$ cat config.mk
export PLATFORM = sky130hd
export DESIGN_NAME = l2_port_scheduler_flat
export DESIGN_NICKNAME = d
export VERILOG_FILES = /design/src/rtl/l2_port_scheduler_if.sv /design/src/rtl/l2_port_scheduler.sv /design/src/flat_wrapper.sv
export SDC_FILE = /design/constraint.sdc
export NUM_CORES = 1
export LEC_CHECK = 0
export CELL_PAD_IN_SITES_DETAIL_PLACEMENT = 0
export CELL_PAD_IN_SITES_GLOBAL_PLACEMENT = 1
export CORE_UTILIZATION = 25
export CTS_BUF_LIST = sky130_fd_sc_hd__clkbuf_4 sky130_fd_sc_hd__clkbuf_8 sky130_fd_sc_hd__clkbuf_16
export DETAILED_ROUTE_END_ITERATION = 6
export PLACE_DENSITY_LB_ADDON = 0.25
export SYNTH_ARGS = -nofsm -noshare
export SYNTH_HDL_FRONTEND = slang
export SYNTH_SLANG_ARGS = --single-unit
$ cat constraint.sdc
create_clock -name clk -period 1.7 [get_ports clk]
set_clock_uncertainty 0.2 [all_clocks]
set_input_delay 0.17 -clock clk [delete_from_list [all_inputs] [get_ports clk]]
set_output_delay 0.17 -clock clk [all_outputs]
set_load 0.01 [all_outputs]
$ cat src/rtl/l2_port_scheduler_if.sv
// Bundle of the L1 I/D miss ports, the shared L2 port and the pipeline enable.
// master = the environment (caches, L2); slave = l2_port_scheduler.
interface l2_port_scheduler_if #(
    parameter int ADDR_W  = 16,
    parameter int BLOCK_W = 128
);
    logic               icache_pmem_read;
    logic [ADDR_W-1:0]  icache_pmem_address;
    logic               icache_pmem_resp;

    logic               dcache_pmem_read;
    logic               dcache_pmem_write;
    logic [ADDR_W-1:0]  dcache_pmem_address;
    logic [BLOCK_W-1:0] dcache_pmem_wdata;
    logic               dcache_pmem_resp;

    logic [ADDR_W-1:0]  l2_address;
    logic [BLOCK_W-1:0] l2_wdata;
    logic               l2_read;
    logic               l2_write;
    logic               l2_resp;

    logic               ld_regs;

    modport master (
        output icache_pmem_read, icache_pmem_address,
        output dcache_pmem_read, dcache_pmem_write, dcache_pmem_address, dcache_pmem_wdata,
        output l2_resp,
        input  icache_pmem_resp, dcache_pmem_resp,
        input  l2_address, l2_wdata, l2_read, l2_write,
        input  ld_regs
    );

    modport slave (
        input  icache_pmem_read, icache_pmem_address,
        input  dcache_pmem_read, dcache_pmem_write, dcache_pmem_address, dcache_pmem_wdata,
        input  l2_resp,
        output icache_pmem_resp, dcache_pmem_resp,
        output l2_address, l2_wdata, l2_read, l2_write,
        output ld_regs
    );
endinterface

$ cat src/rtl/l2_port_scheduler.sv
// Arbiter for the single L2 port between I-cache fills and D-cache fills/write-backs.
// Optional macro L2_SCHED_PERF_EN adds saturating grant/conflict performance counters.
module l2_port_scheduler #(
    parameter int ADDR_W       = 16,
    parameter int BLOCK_W      = 128,
    parameter int STARVE_LIMIT = 4,
    parameter int STARVE_W     = 3
) (
    input  logic                 clk,
    input  logic                 rst_n,
    l2_port_scheduler_if.slave   bus
`ifdef L2_SCHED_PERF_EN
    ,
    output logic [15:0]          perf_i_grants,
    output logic [15:0]          perf_d_grants,
    output logic [15:0]          perf_conflict_cycles
`endif
);

    typedef enum logic [1:0] {IDLE, GRANT_I, GRANT_D, RELEASE} state_t;
    typedef enum logic [1:0] {OWN_NONE, OWN_I, OWN_D} owner_t;

    localparam logic [STARVE_W-1:0] LIMIT = STARVE_W'(STARVE_LIMIT);

    state_t              state, state_next;
    owner_t              owner;
    logic [STARVE_W-1:0] starve_cnt;

    logic [ADDR_W-1:0]   l2_address_q;
    logic [BLOCK_W-1:0]  l2_wdata_q;
    logic                l2_read_q;
    logic                l2_write_q;

    logic req_i, req_d;
    logic starved;
    logic grant_i, grant_d;
    logic resp_i, resp_d;
    logic done;

    // The L1 that just finished still holds its strobe during RELEASE; hide it
    // so it can neither re-win arbitration nor stall the pipeline.
    assign req_i = bus.icache_pmem_read
                 & ~((state == RELEASE) && (owner == OWN_I));
    assign req_d = (bus.dcache_pmem_read | bus.dcache_pmem_write)
                 & ~((state == RELEASE) && (owner == OWN_D));

    assign starved = req_i && (starve_cnt == LIMIT);

    // NOTE: every signal driven from always_comb gets a default at the top,
    // so no path through the case statement can leave it unassigned (no latch).
    always_comb begin
        state_next = state;
        grant_i    = 1'b0;
        grant_d    = 1'b0;
        resp_i     = 1'b0;
        resp_d     = 1'b0;

        unique case (state)
            IDLE: begin
                if (req_d && !starved) begin
                    state_next = GRANT_D;
                    grant_d    = 1'b1;
                end else if (req_i) begin
                    state_next = GRANT_I;
                    grant_i    = 1'b1;
                end
            end
            GRANT_I: begin
                resp_i = bus.l2_resp;
                if (bus.l2_resp) state_next = RELEASE;
            end
            GRANT_D: begin
                resp_d = bus.l2_resp;
                if (bus.l2_resp) state_next = RELEASE;
            end
            RELEASE: state_next = IDLE;
            default: state_next = IDLE;
        endcase
    end

    assign done = resp_i | resp_d;

    // NOTE: registers are written with <= only, so every flop samples the
    // pre-edge values of its neighbours regardless of statement order.
    always_ff @(posedge clk) begin
        if (!rst_n) state <= IDLE;
        else        state <= state_next;
    end

    // Request latch: captured on the grant edge, frozen until the L2 answers.
    always_ff @(posedge clk) begin
        if (!rst_n) begin
            l2_address_q <= '0;
            l2_wdata_q   <= '0;
            l2_read_q    <= 1'b0;
            l2_write_q   <= 1'b0;
        end else if (grant_d) begin
            l2_address_q <= bus.dcache_pmem_address;
            l2_wdata_q   <= bus.dcache_pmem_wdata;
            l2_write_q   <= bus.dcache_pmem_write;
            l2_read_q    <= ~bus.dcache_pmem_write;
        end else if (grant_i) begin
            l2_address_q <= bus.icache_pmem_address;
            l2_read_q    <= 1'b1;
            l2_write_q   <= 1'b0;
        end else if (done) begin
            l2_read_q    <= 1'b0;
            l2_write_q   <= 1'b0;
        end
    end

    always_ff @(posedge clk) begin
        if (!rst_n) begin
            owner <= OWN_NONE;
        end else if (grant_d) begin
            owner <= OWN_D;
        end else if (grant_i) begin
            owner <= OWN_I;
        end else if (state == RELEASE) begin
            owner <= OWN_NONE;
        end
    end

    // Counts consecutive D wins that left the I-cache waiting.
    always_ff @(posedge clk) begin
        if (!rst_n) begin
            starve_cnt <= '0;
        end else if (grant_d) begin
            if (!req_i)                   starve_cnt <= '0;
            else if (starve_cnt != LIMIT) starve_cnt <= starve_cnt + 1'b1;
        end else if (grant_i) begin
            starve_cnt <= '0;
        end
    end

    assign bus.l2_address       = l2_address_q;
    assign bus.l2_wdata         = l2_wdata_q;
    assign bus.l2_read          = l2_read_q;
    assign bus.l2_write         = l2_write_q;
    assign bus.icache_pmem_resp = resp_i;
    assign bus.dcache_pmem_resp = resp_d;
    assign bus.ld_regs          = ~((req_i & ~resp_i) | (req_d & ~resp_d));

`ifdef L2_SCHED_PERF_EN
    always_ff @(posedge clk) begin
        if (!rst_n) begin
            perf_i_grants        <= '0;
            perf_d_grants        <= '0;
            perf_conflict_cycles <= '0;
        end else begin
            if (grant_i && perf_i_grants != 16'hFFFF)
                perf_i_grants <= perf_i_grants + 16'd1;
            if (grant_d && perf_d_grants != 16'hFFFF)
                perf_d_grants <= perf_d_grants + 16'd1;
            if (req_i && req_d && perf_conflict_cycles != 16'hFFFF)
                perf_conflict_cycles <= perf_conflict_cycles + 16'd1;
        end
    end
`endif

endmodule

$ cat src/flat_wrapper.sv
// flat-port wrapper written by rule: the top's interface ports become plain ports
module l2_port_scheduler_flat 
#(
    parameter int ADDR_W       = 16,
    parameter int BLOCK_W      = 128,
    parameter int STARVE_LIMIT = 4,
    parameter int STARVE_W     = 3
)
  (clk, rst_n, bus_icache_pmem_read, bus_icache_pmem_address, bus_dcache_pmem_read, bus_dcache_pmem_write, bus_dcache_pmem_address, bus_dcache_pmem_wdata, bus_l2_resp, bus_icache_pmem_resp, bus_dcache_pmem_resp, bus_l2_address, bus_l2_wdata, bus_l2_read, bus_l2_write, bus_ld_regs);
  l2_port_scheduler_if #(.ADDR_W(ADDR_W), .BLOCK_W(BLOCK_W)) bus_i ();
  input  logic clk;
  input  logic rst_n;
  input wire logic [$bits(bus_i.icache_pmem_read)-1:0] bus_icache_pmem_read;
  input wire logic [$bits(bus_i.icache_pmem_address)-1:0] bus_icache_pmem_address;
  input wire logic [$bits(bus_i.dcache_pmem_read)-1:0] bus_dcache_pmem_read;
  input wire logic [$bits(bus_i.dcache_pmem_write)-1:0] bus_dcache_pmem_write;
  input wire logic [$bits(bus_i.dcache_pmem_address)-1:0] bus_dcache_pmem_address;
  input wire logic [$bits(bus_i.dcache_pmem_wdata)-1:0] bus_dcache_pmem_wdata;
  input wire logic [$bits(bus_i.l2_resp)-1:0] bus_l2_resp;
  output wire logic [$bits(bus_i.icache_pmem_resp)-1:0] bus_icache_pmem_resp;
  output wire logic [$bits(bus_i.dcache_pmem_resp)-1:0] bus_dcache_pmem_resp;
  output wire logic [$bits(bus_i.l2_address)-1:0] bus_l2_address;
  output wire logic [$bits(bus_i.l2_wdata)-1:0] bus_l2_wdata;
  output wire logic [$bits(bus_i.l2_read)-1:0] bus_l2_read;
  output wire logic [$bits(bus_i.l2_write)-1:0] bus_l2_write;
  output wire logic [$bits(bus_i.ld_regs)-1:0] bus_ld_regs;
  assign bus_i.icache_pmem_read = bus_icache_pmem_read;
  assign bus_i.icache_pmem_address = bus_icache_pmem_address;
  assign bus_i.dcache_pmem_read = bus_dcache_pmem_read;
  assign bus_i.dcache_pmem_write = bus_dcache_pmem_write;
  assign bus_i.dcache_pmem_address = bus_dcache_pmem_address;
  assign bus_i.dcache_pmem_wdata = bus_dcache_pmem_wdata;
  assign bus_i.l2_resp = bus_l2_resp;
  assign bus_icache_pmem_resp = bus_i.icache_pmem_resp;
  assign bus_dcache_pmem_resp = bus_i.dcache_pmem_resp;
  assign bus_l2_address = bus_i.l2_address;
  assign bus_l2_wdata = bus_i.l2_wdata;
  assign bus_l2_read = bus_i.l2_read;
  assign bus_l2_write = bus_i.l2_write;
  assign bus_ld_regs = bus_i.ld_regs;
  l2_port_scheduler #(.ADDR_W(ADDR_W), .BLOCK_W(BLOCK_W), .STARVE_LIMIT(STARVE_LIMIT), .STARVE_W(STARVE_W)) u_core (.clk(clk), .rst_n(rst_n), .bus(bus_i));
endmodule
### Word level (Yosys, flattened, before mapping)

Index checks and enable logic that the tools add are counted.

* flip-flop bits (word level): 153
* bits in latches: 0
* memory bits (writable): 0
* bits in read-only memories: 0
* input bits: 166
* output and inout bits: 149
* memories: 0

* add/subtract/negate cells: 1
* multiply operators: 0
* divide/modulo/power cells: 0
* $lt $le $gt $ge: 0
* equality and inequality tests: 10
* shift-type cells: 0
* multiplexer cells: 25
* bitwise gates (word level): 14
* reduce and logical (&&, ||, !) cells: 14

Operators with widths (count)
* $mux W16: 2
* $mux W1: 12
* $mux W2: 6
* $mux W3: 4
* $not A1 Y1: 7
* $eq A2 B2 Y1 const B: 3
* $ne A3 B3 Y1 const B: 2
* $pmux W2 S3: 1
* $reduce_bool A3 Y1: 2
* $and A1 B1 Y1: 4
* $eq A2 B1 Y1 const B: 2
* $logic_and A1 B1 Y1: 4
* $reduce_and A2 Y1: 2
* $reduce_bool A2 Y1: 2
* $reduce_or A2 Y1: 2
* $add A3 B1 Y3 const B: 1
* $eq A3 B3 Y1 const B: 1
* $ne A3 B1 Y1 const B: 1
* $or A1 B1 Y1: 3
* $logic_not A2 Y1: 1
* $ne A2 B1 Y1 const B: 1
* $logic_not A1 Y1: 1

### Longest topological paths before layout

Gate-level depths: netlist (run 1).

* word-level depth: 11
* mapped depth: 8
* depth with buffers taken out: 6

### Worst setup path before layout (run 1)

No wires, ideal clock.

* kind: flip-flop to flip-flop
* from: reg u_core.state[0]
* to: reg u_core.l2_wdata_q[0] (netlist: u_core.bus.l2_wdata[0])
* data arrival time: 1.491 ns
* data required time: 1.368 ns
* slack: -0.123 ns
* stages on the path, launching flop included: 9
* buffers on the path: 3
* period minus slack after synthesis: 1.823 ns
* cells stage by stage: dfxtp_1 ha_1 nand3b_2 and4_1 buf_6 buf_6 buf_6 o21ai_1 a21oi_1

* cells in the longest elaborated chain, start to end: 9

Ends and longest elaborated chain
* from (decl): line l2_port_scheduler.sv:25 `state_t state, state_next;`
* from (signal assigned): line l2_port_scheduler.sv:87 `else state <= state_next;`
* $eq A2 B2 Y1: line l2_port_scheduler.sv:43, l2_port_scheduler.sv:45
* $logic_and A1 B1 Y1: line l2_port_scheduler.sv:43 `& ~((state == RELEASE) && (owner == OWN_I));`
* $not A1 Y1: line l2_port_scheduler.sv:43
* $and A1 B1 Y1: line l2_port_scheduler.sv:43
* $logic_and A1 B1 Y1: line l2_port_scheduler.sv:47 `assign starved = req_i && (starve_cnt == LIMIT);`
* $logic_not A1 Y1: line l2_port_scheduler.sv:60 `if (req_d && !starved) begin`
* $logic_and A1 B1 Y1: line l2_port_scheduler.sv:60
* $mux W1: line l2_port_scheduler.sv:60
* $mux W1 (*): line l2_port_scheduler.sv:58 `unique case (state)`
* to (signal assigned): line l2_port_scheduler.sv:99 `l2_wdata_q <= bus.dcache_pmem_wdata;`
* to (decl): line l2_port_scheduler.sv:30 `logic [BLOCK_W-1:0] l2_wdata_q;`

Mark *: on every way between the ends. The rest lies on a longest branch, timed or not.
A chain may end at the register's enable or synchronous reset.

### Final worst setup path (run 1)

* from: reg u_core.state[1]
* to: reg u_core.l2_wdata_q[41] (netlist: u_core.bus.l2_wdata[41])

Same word-level chain as after synthesis.

==> results of run 1 <==
-- power breakdown --
group | switching [uW] | internal, uW
combinational | 4300 | 4660
clock | 1670 | 2150
sequential | 453 | 4540
-- layer usage --
metal  GRT usage (%)  part of all wire [%]  vias up
met5               0                     0        -
met2            28.8                    46      256
met4            5.19                   1.4        0
met3            6.47                   7.7       19
li1                -                     -     3444
met1            24.1                    45     3349
-- logic make-up (layout without fill, tap and decap cells) --
family                   count (synthesis)  in the layout  synth area share [%]
flip-flops                             153            153                  49.2
adder cells (fa/ha/maj)                  7              7                  1.41
buffers and inverters                   90            451                  7.37
AND/OR/NAND/NOR                        178            178                  14.7
AO/OA/AOI/OAI                          326            326                  27.3
-- registers in the layout, summed over array words and instances (netlist names) --
signal / cells
u_core.bus.l2_address: 16
u_core.bus.l2_read: 1
u_core.bus.l2_wdata: 128
u_core.bus.l2_write: 1
u_core.owner: 2
u_core.starve_cnt: 3
u_core.state: 2
-- worst reg2reg max path, cell delays in order (launching register included) --
cell and delay (ns):
dfxtp_4 0.37, ha_4 0.18, and3b_2 0.24, nor3_4 0.14, buf_6 0.19, clkbuf_16 0.19, buf_12 0.14, nand3_1 0.09
a21oi_1 0.14
-- synth_stat cells, drive strengths merged --
cell type and count:
a31oi 17, nor2b 2, buf 48, a221oi 1, nand2b 2, o21ai 164, o32ai 1, inv 6
dfxtp 153, or2 1, clkbuf 35, nand3 144, nand2 9, o2bb2ai 1, o2111ai 2, nand4 2
and2 3, ha 7, o21a 2, o41ai 2, and3 2, nor3 1, a32o 1, o211ai 2
and3b 1, and4 2, a21oi 130, o22a 2, nor2 5, nand3b 3, nor3b 1, clkinv 1
o22ai 1
-- final cells by class --
class                           instances  share of cell area, %
Tap cell                              324                   3.31
Multi-Input combinational cell        511                   28.0
Inverter                                7                  0.235
Clock buffer                           20                   3.80
Sequential cell                       153                   25.0
Clock inverter                         11                  0.908
Timing Repair Buffer                  413                   38.7
-- cell usage in the layout (no fill, tap or decap), types with 5 or more instances in the layout --
cell / Yosys / routed
o21ai_1: 60 / 108
inv_6: 0 / 5
clkdlybuf4s50_1: 0 / 192
o21ai_2: 0 / 11
nor2_1: 5 / 5
buf_6: 8 / 11
clkbuf_16: 0 / 30
nand3_4: 0 / 18
o21ai_0: 104 / 45
dlygate4sd2_1: 0 / 33
a21oi_2: 0 / 36
a31oi_1: 17 / 17
buf_12: 0 / 26
nand2_1: 9 / 6
nand3_2: 0 / 42
dfxtp_1: 153 / 151
buf_4: 3 / 44
clkinvlp_4: 0 / 5
dlymetal6s2s_1: 0 / 86
a21oi_1: 130 / 94
nand3_1: 144 / 84
-- stage by stage --
stage / instances / util [%]
floorplan: 754 / -
global placement: 1384 / 42.2
detailed placement: 1384 / 42.2
CTS: 1424 / 45.1
global route: 1439 / 50.3
finish: 1439 / 50.3
-- worst paths after layout --
path / start / endpoint / slack [ns]
worst max-delay path: u_core.state[1] / u_core.bus.l2_wdata[41] / -0.25
worst min register to register: u_core.bus.l2_wdata[51] / u_core.bus.l2_wdata[51] / 0.26
worst min-delay path: bus_dcache_pmem_wdata[99] / u_core.bus.l2_wdata[99] / 0.10
worst max register to register: u_core.state[1] / u_core.bus.l2_wdata[41] / -0.25
-- timing repair --
action | in CTS | in global routing
pin swaps | 4 | 99
endpoints found under the setup margin | 194 | 242
setup buffers | 6 | 2
gates resized for setup | 100 | 247
cloned | 3 | 13
==> metrics.txt, run 1 <==
Core Region 24400 um^2; hold-fix buffers at CTS 0; # rows 57; fill count 2365; Yosys cell types 38; type of origin of the critical path register; Syn Std Cell Area 6230 um^2; drt via density 4.91; WHS 0.102 ns; gpl congestion 0.782; largest net degree at the start of global routing 54; CP cell instances ha_4 -> and3b_2 -> nor3_4 -> buf_6 -> clkbuf_16 -> buf_12 -> nand3_1 -> a21oi_1; top cell type's share of synthesized area 49.2%; WHS Path Cells 3; TritonRoute pass-1 iters 4; power density cells 1450 nW/um^2; slowest CP cell dfxtp_4; Starting Density 25.5%; clk_lat worst skew 0.42 ns; data arrival time of the worst path 2.10 ns; share of cells above drive strength 1 23.9%; max_cap viols 0; Worst-path clk slew 0.07 ns; post-synthesis register bit count 153; Iteration-0 DRC Markers 302; Worst slew margin 76.3%; Reg area 3070 um^2; Root Driver clkbuf_16; area leader, netlist dfxtp_1; drt drc 0; die width 160 um; Critical Path Stages 8; period utilization 115%; total negative slack -29.39 ns; CTS tree built; crit path time final 1.95 ns; Post-Synthesis Cells 754; CP max FO 14; Final ANT Viol Nets 0; Seq/Total Area, Yosys 49.2%; initial antenna violation count 0; HP Class in2reg; Top delay family on crit path buffers and inverters; R2R cell count 8; vias in the first global route 6671; post-DP HPWL 16200 um; slew of the pin with the lowest slew margin 0.355 ns; H-tree levels 4; Critical Path Sink Type register; Die Ht 160 um; Placed Area 10300 um^2; via count 7068; GR Util All Layers 18.5%; Slew Viols, Final 0; LEAKAGE 0.00590 uW; post-route cell area 12300 um^2; die area 25600 um^2; syn_nets 927; Critical Path RT 1.85 ns; total wire length 26000 um; RSZ-0062 raised after global routing yes; PnR worst setup slack -0.252 ns; CTS Buffer Depth 2; Multi-input gate area 3440 um^2; Antenna Cells 0; final hold violation count 0; Tot Pwr 17800 uW; P&R area growth vs syn 96.8%; total gr overflow 0; status finished, violations left; Buf/Inv on CP 3; synth top area cells dfxtp_1 (49%), nand3_1 (12%), a21oi_1 (10%); Final nets 1276; DP Worst Slack -0.423 ns; I/O Pins 315; endpoints failing setup 155; synthesized area per cell 8.26 um^2; Worst path max stage delay 0.37 ns; CTS sink count 153; DR WL/cell 18.0 um; Syn. warnings 0; CTS Buf Count 17; critical path class reg2reg; violated checks negative setup slack; peak supply drop 0.650 mV; first-pass GRT wire length 37700 um; fmax 0.512 GHz; I/O Buffers 314
(Power assumes the default switching activity.)
==> inputs of run 2 (changes only) <==
Settings changed: CORE_ASPECT_RATIO set to 1.4.
==> run 2 against run 1 <==
- the run still ends with negative setup slack left
- design area rose by 8.0%
- non-clock buffer count rose by 3
- first-iteration DRC count rose by 9.3%
- combinational power rose by 18%
- clock power rose by 3%
- register-to-register slack got worse by 0.04 ns
- core utilization rose by 3.6 points
- critical path depth fell by 1
- routed wire length rose by 9.7%
- sequential power barely moved
- die area barely moved
- count of clock-buffer cells in the layout did not move
- critical path type unchanged
- largest cell class unchanged
- largest power group unchanged
==> metrics.txt, run 2 (synthesis gave the netlist of run 1 again) <==
status finished, violations left; violated checks negative setup slack; # rows 68; critical path class reg2reg; LEAKAGE 0.00600 uW; beginning of the worst hold path bus_dcache_pmem_wdata[72]; Int Pwr 12400 uW; power density cells 1480 nW/um^2; CTS sink count 153; Slew Viols, Final 0; post-DP HPWL 15800 um; max FFs per register 128; clk_lat worst skew 0.42 ns; crit path time final 2.00 ns; PnR worst setup slack -0.296 ns; fmax 0.501 GHz; R2R Setup Slk -0.30 ns; WHS Path Cells 3; Final ANT Viol Nets 0; CTS tree built; Worst slew margin 76.1%; Final nets 1279; peak supply drop 0.837 mV; R2R cell count 7; Core Region 24600 um^2; Reg power frac 25.5%; initial antenna violation count 0; slew of the pin with the lowest slew margin 0.355 ns; Root Driver clkbuf_16; CTS Buffer Depth 2; share of cells above drive strength 1 34.6%; gpl congestion 0.758; commonest non-fill, non-tap cell in the layout clkdlybuf4s50_1; die area 25600 um^2; reg-to-reg endpoint u_core.state[0]; largest net degree at the start of global routing 60; period utilization 117%; non-filler cells, final 1430; placed cell count 1364; data arrival time of the worst path 2.10 ns; via count 7204; hold-critical path endpoint u_core.bus.l2_wdata[72]; fill count 2186; Combinational Power Share 54.3%; I/O Buffers 314; Iteration-0 DRC Markers 330; TritonRoute pass-1 iters 5; clock group share of total power 20.2%; RSZ-0062 raised after global routing yes; total wire length 28500 um; hold-fix buffers at CTS 0; I/O Pins 315; H-tree levels 4; Die Ht 189 um; drt via density 5.04; Sw Pwr 7130 uW; type of origin of the critical path register; WHS 0.105 ns; Critical Path RT 1.80 ns; endpoints failing setup 156; CTS Buf Count 17; total gr overflow 0; max_cap viols 0; CP max FO 7; P&R area growth vs syn 113%; Starting Density 25.3%; HP Class in2reg; drt drc 0; Antenna Cells 0; first-pass GRT wire length 37600 um; launch point of the worst reg-to-reg path u_core.state[0]; Critical Path Sink Type register; vias in the first global route 6573; DR WL/cell 19.9 um; die width 135 um; final hold violation count 0; Switching Share 36.5%; Worst-path clk slew 0.06 ns; most frequent cells in the layout clkdlybuf4s50_1 (171), dfxtp_1 (151), a21oi_2 (82); GR Util All Layers 19.1%
[run 2: per-layer routing]
metal  vias up  share of wire [%]  track usage [%]
met5         -                  0                0
met4         0                1.9             6.18
met3        26                4.7             4.52
met2       207                 53             32.8
met1      3510                 40             23.1
li1       3461                  -                -
[run 2: critical path, stage by stage (launching register included)]
cell	delay, ns
dfxtp_4	0.37
ha_4	0.18
buf_12	0.12
nand3b_4	0.10
nand4_1	0.14
buf_4	0.24
and3_1	0.19
o41ai_1	0.33
[run 2: stage by stage]
stage / setup TNS (ns) / area (um^2) / setup slack, ns / util [%] / power (uW)
after global routing: -44.92 / 13200 / -0.348 / 53.9 / 20600
after floorplan: -0.949 / 6290 / -0.0126 / - / 8430
final: -35.60 / 13200 / -0.296 / 53.9 / 19500
after CTS: -22.76 / 10900 / -0.239 / 44.5 / 17200
after detailed placement: -54.83 / 10100 / -0.474 / 41.2 / 12400
after global placement: -50.14 / 10100 / -0.471 / 41.2 / 12400
[run 2: how the worst max path moves through the flow]
stage                         endpoint            startpoint  slack, ns
2_1_floorplan  u_core.bus.l2_wdata[28]       u_core.state[1]      -0.01
3_3_place_gp               bus_ld_regs  bus_dcache_pmem_read      -0.47
3_5_place_dp               bus_ld_regs  bus_dcache_pmem_read      -0.47
4_1_cts                    bus_ld_regs       u_core.state[1]      -0.24
5_1_grt                    bus_ld_regs       u_core.state[1]      -0.35
6_report               u_core.state[0]       u_core.state[0]      -0.30
[run 2: power by group through the flow]
stage,combinational [uW],sequential (uW),clock (uW)
floorplan,2970,5470,0
global placement,7390,5030,0
detailed placement,7390,5060,0
CTS,8170,4980,4070
global route,11300,5110,4210
finish,10600,4990,3950
[run 2: layout make-up]
type,count,area (um^2),share of cell area [%]
clock buffers,20,478,3.61
repair buffers,416,4850,36.6
multi-input cells,511,4300,32.5
clock inverters,8,120,0.907
well taps,315,394,2.98
inverters,7,28.8,0.217
flip-flops and latches,153,3070,23.2
[run 2: what timing repair did]
action | 4_1_cts | 5_1_grt
setup buffers | 6 | 7
endpoints found under the setup margin | 231 | 221
gates resized for setup | 116 | 404
hold endpoints to repair | 0 | 0
gates cloned | 7 | 19
pin swaps | 6 | 227
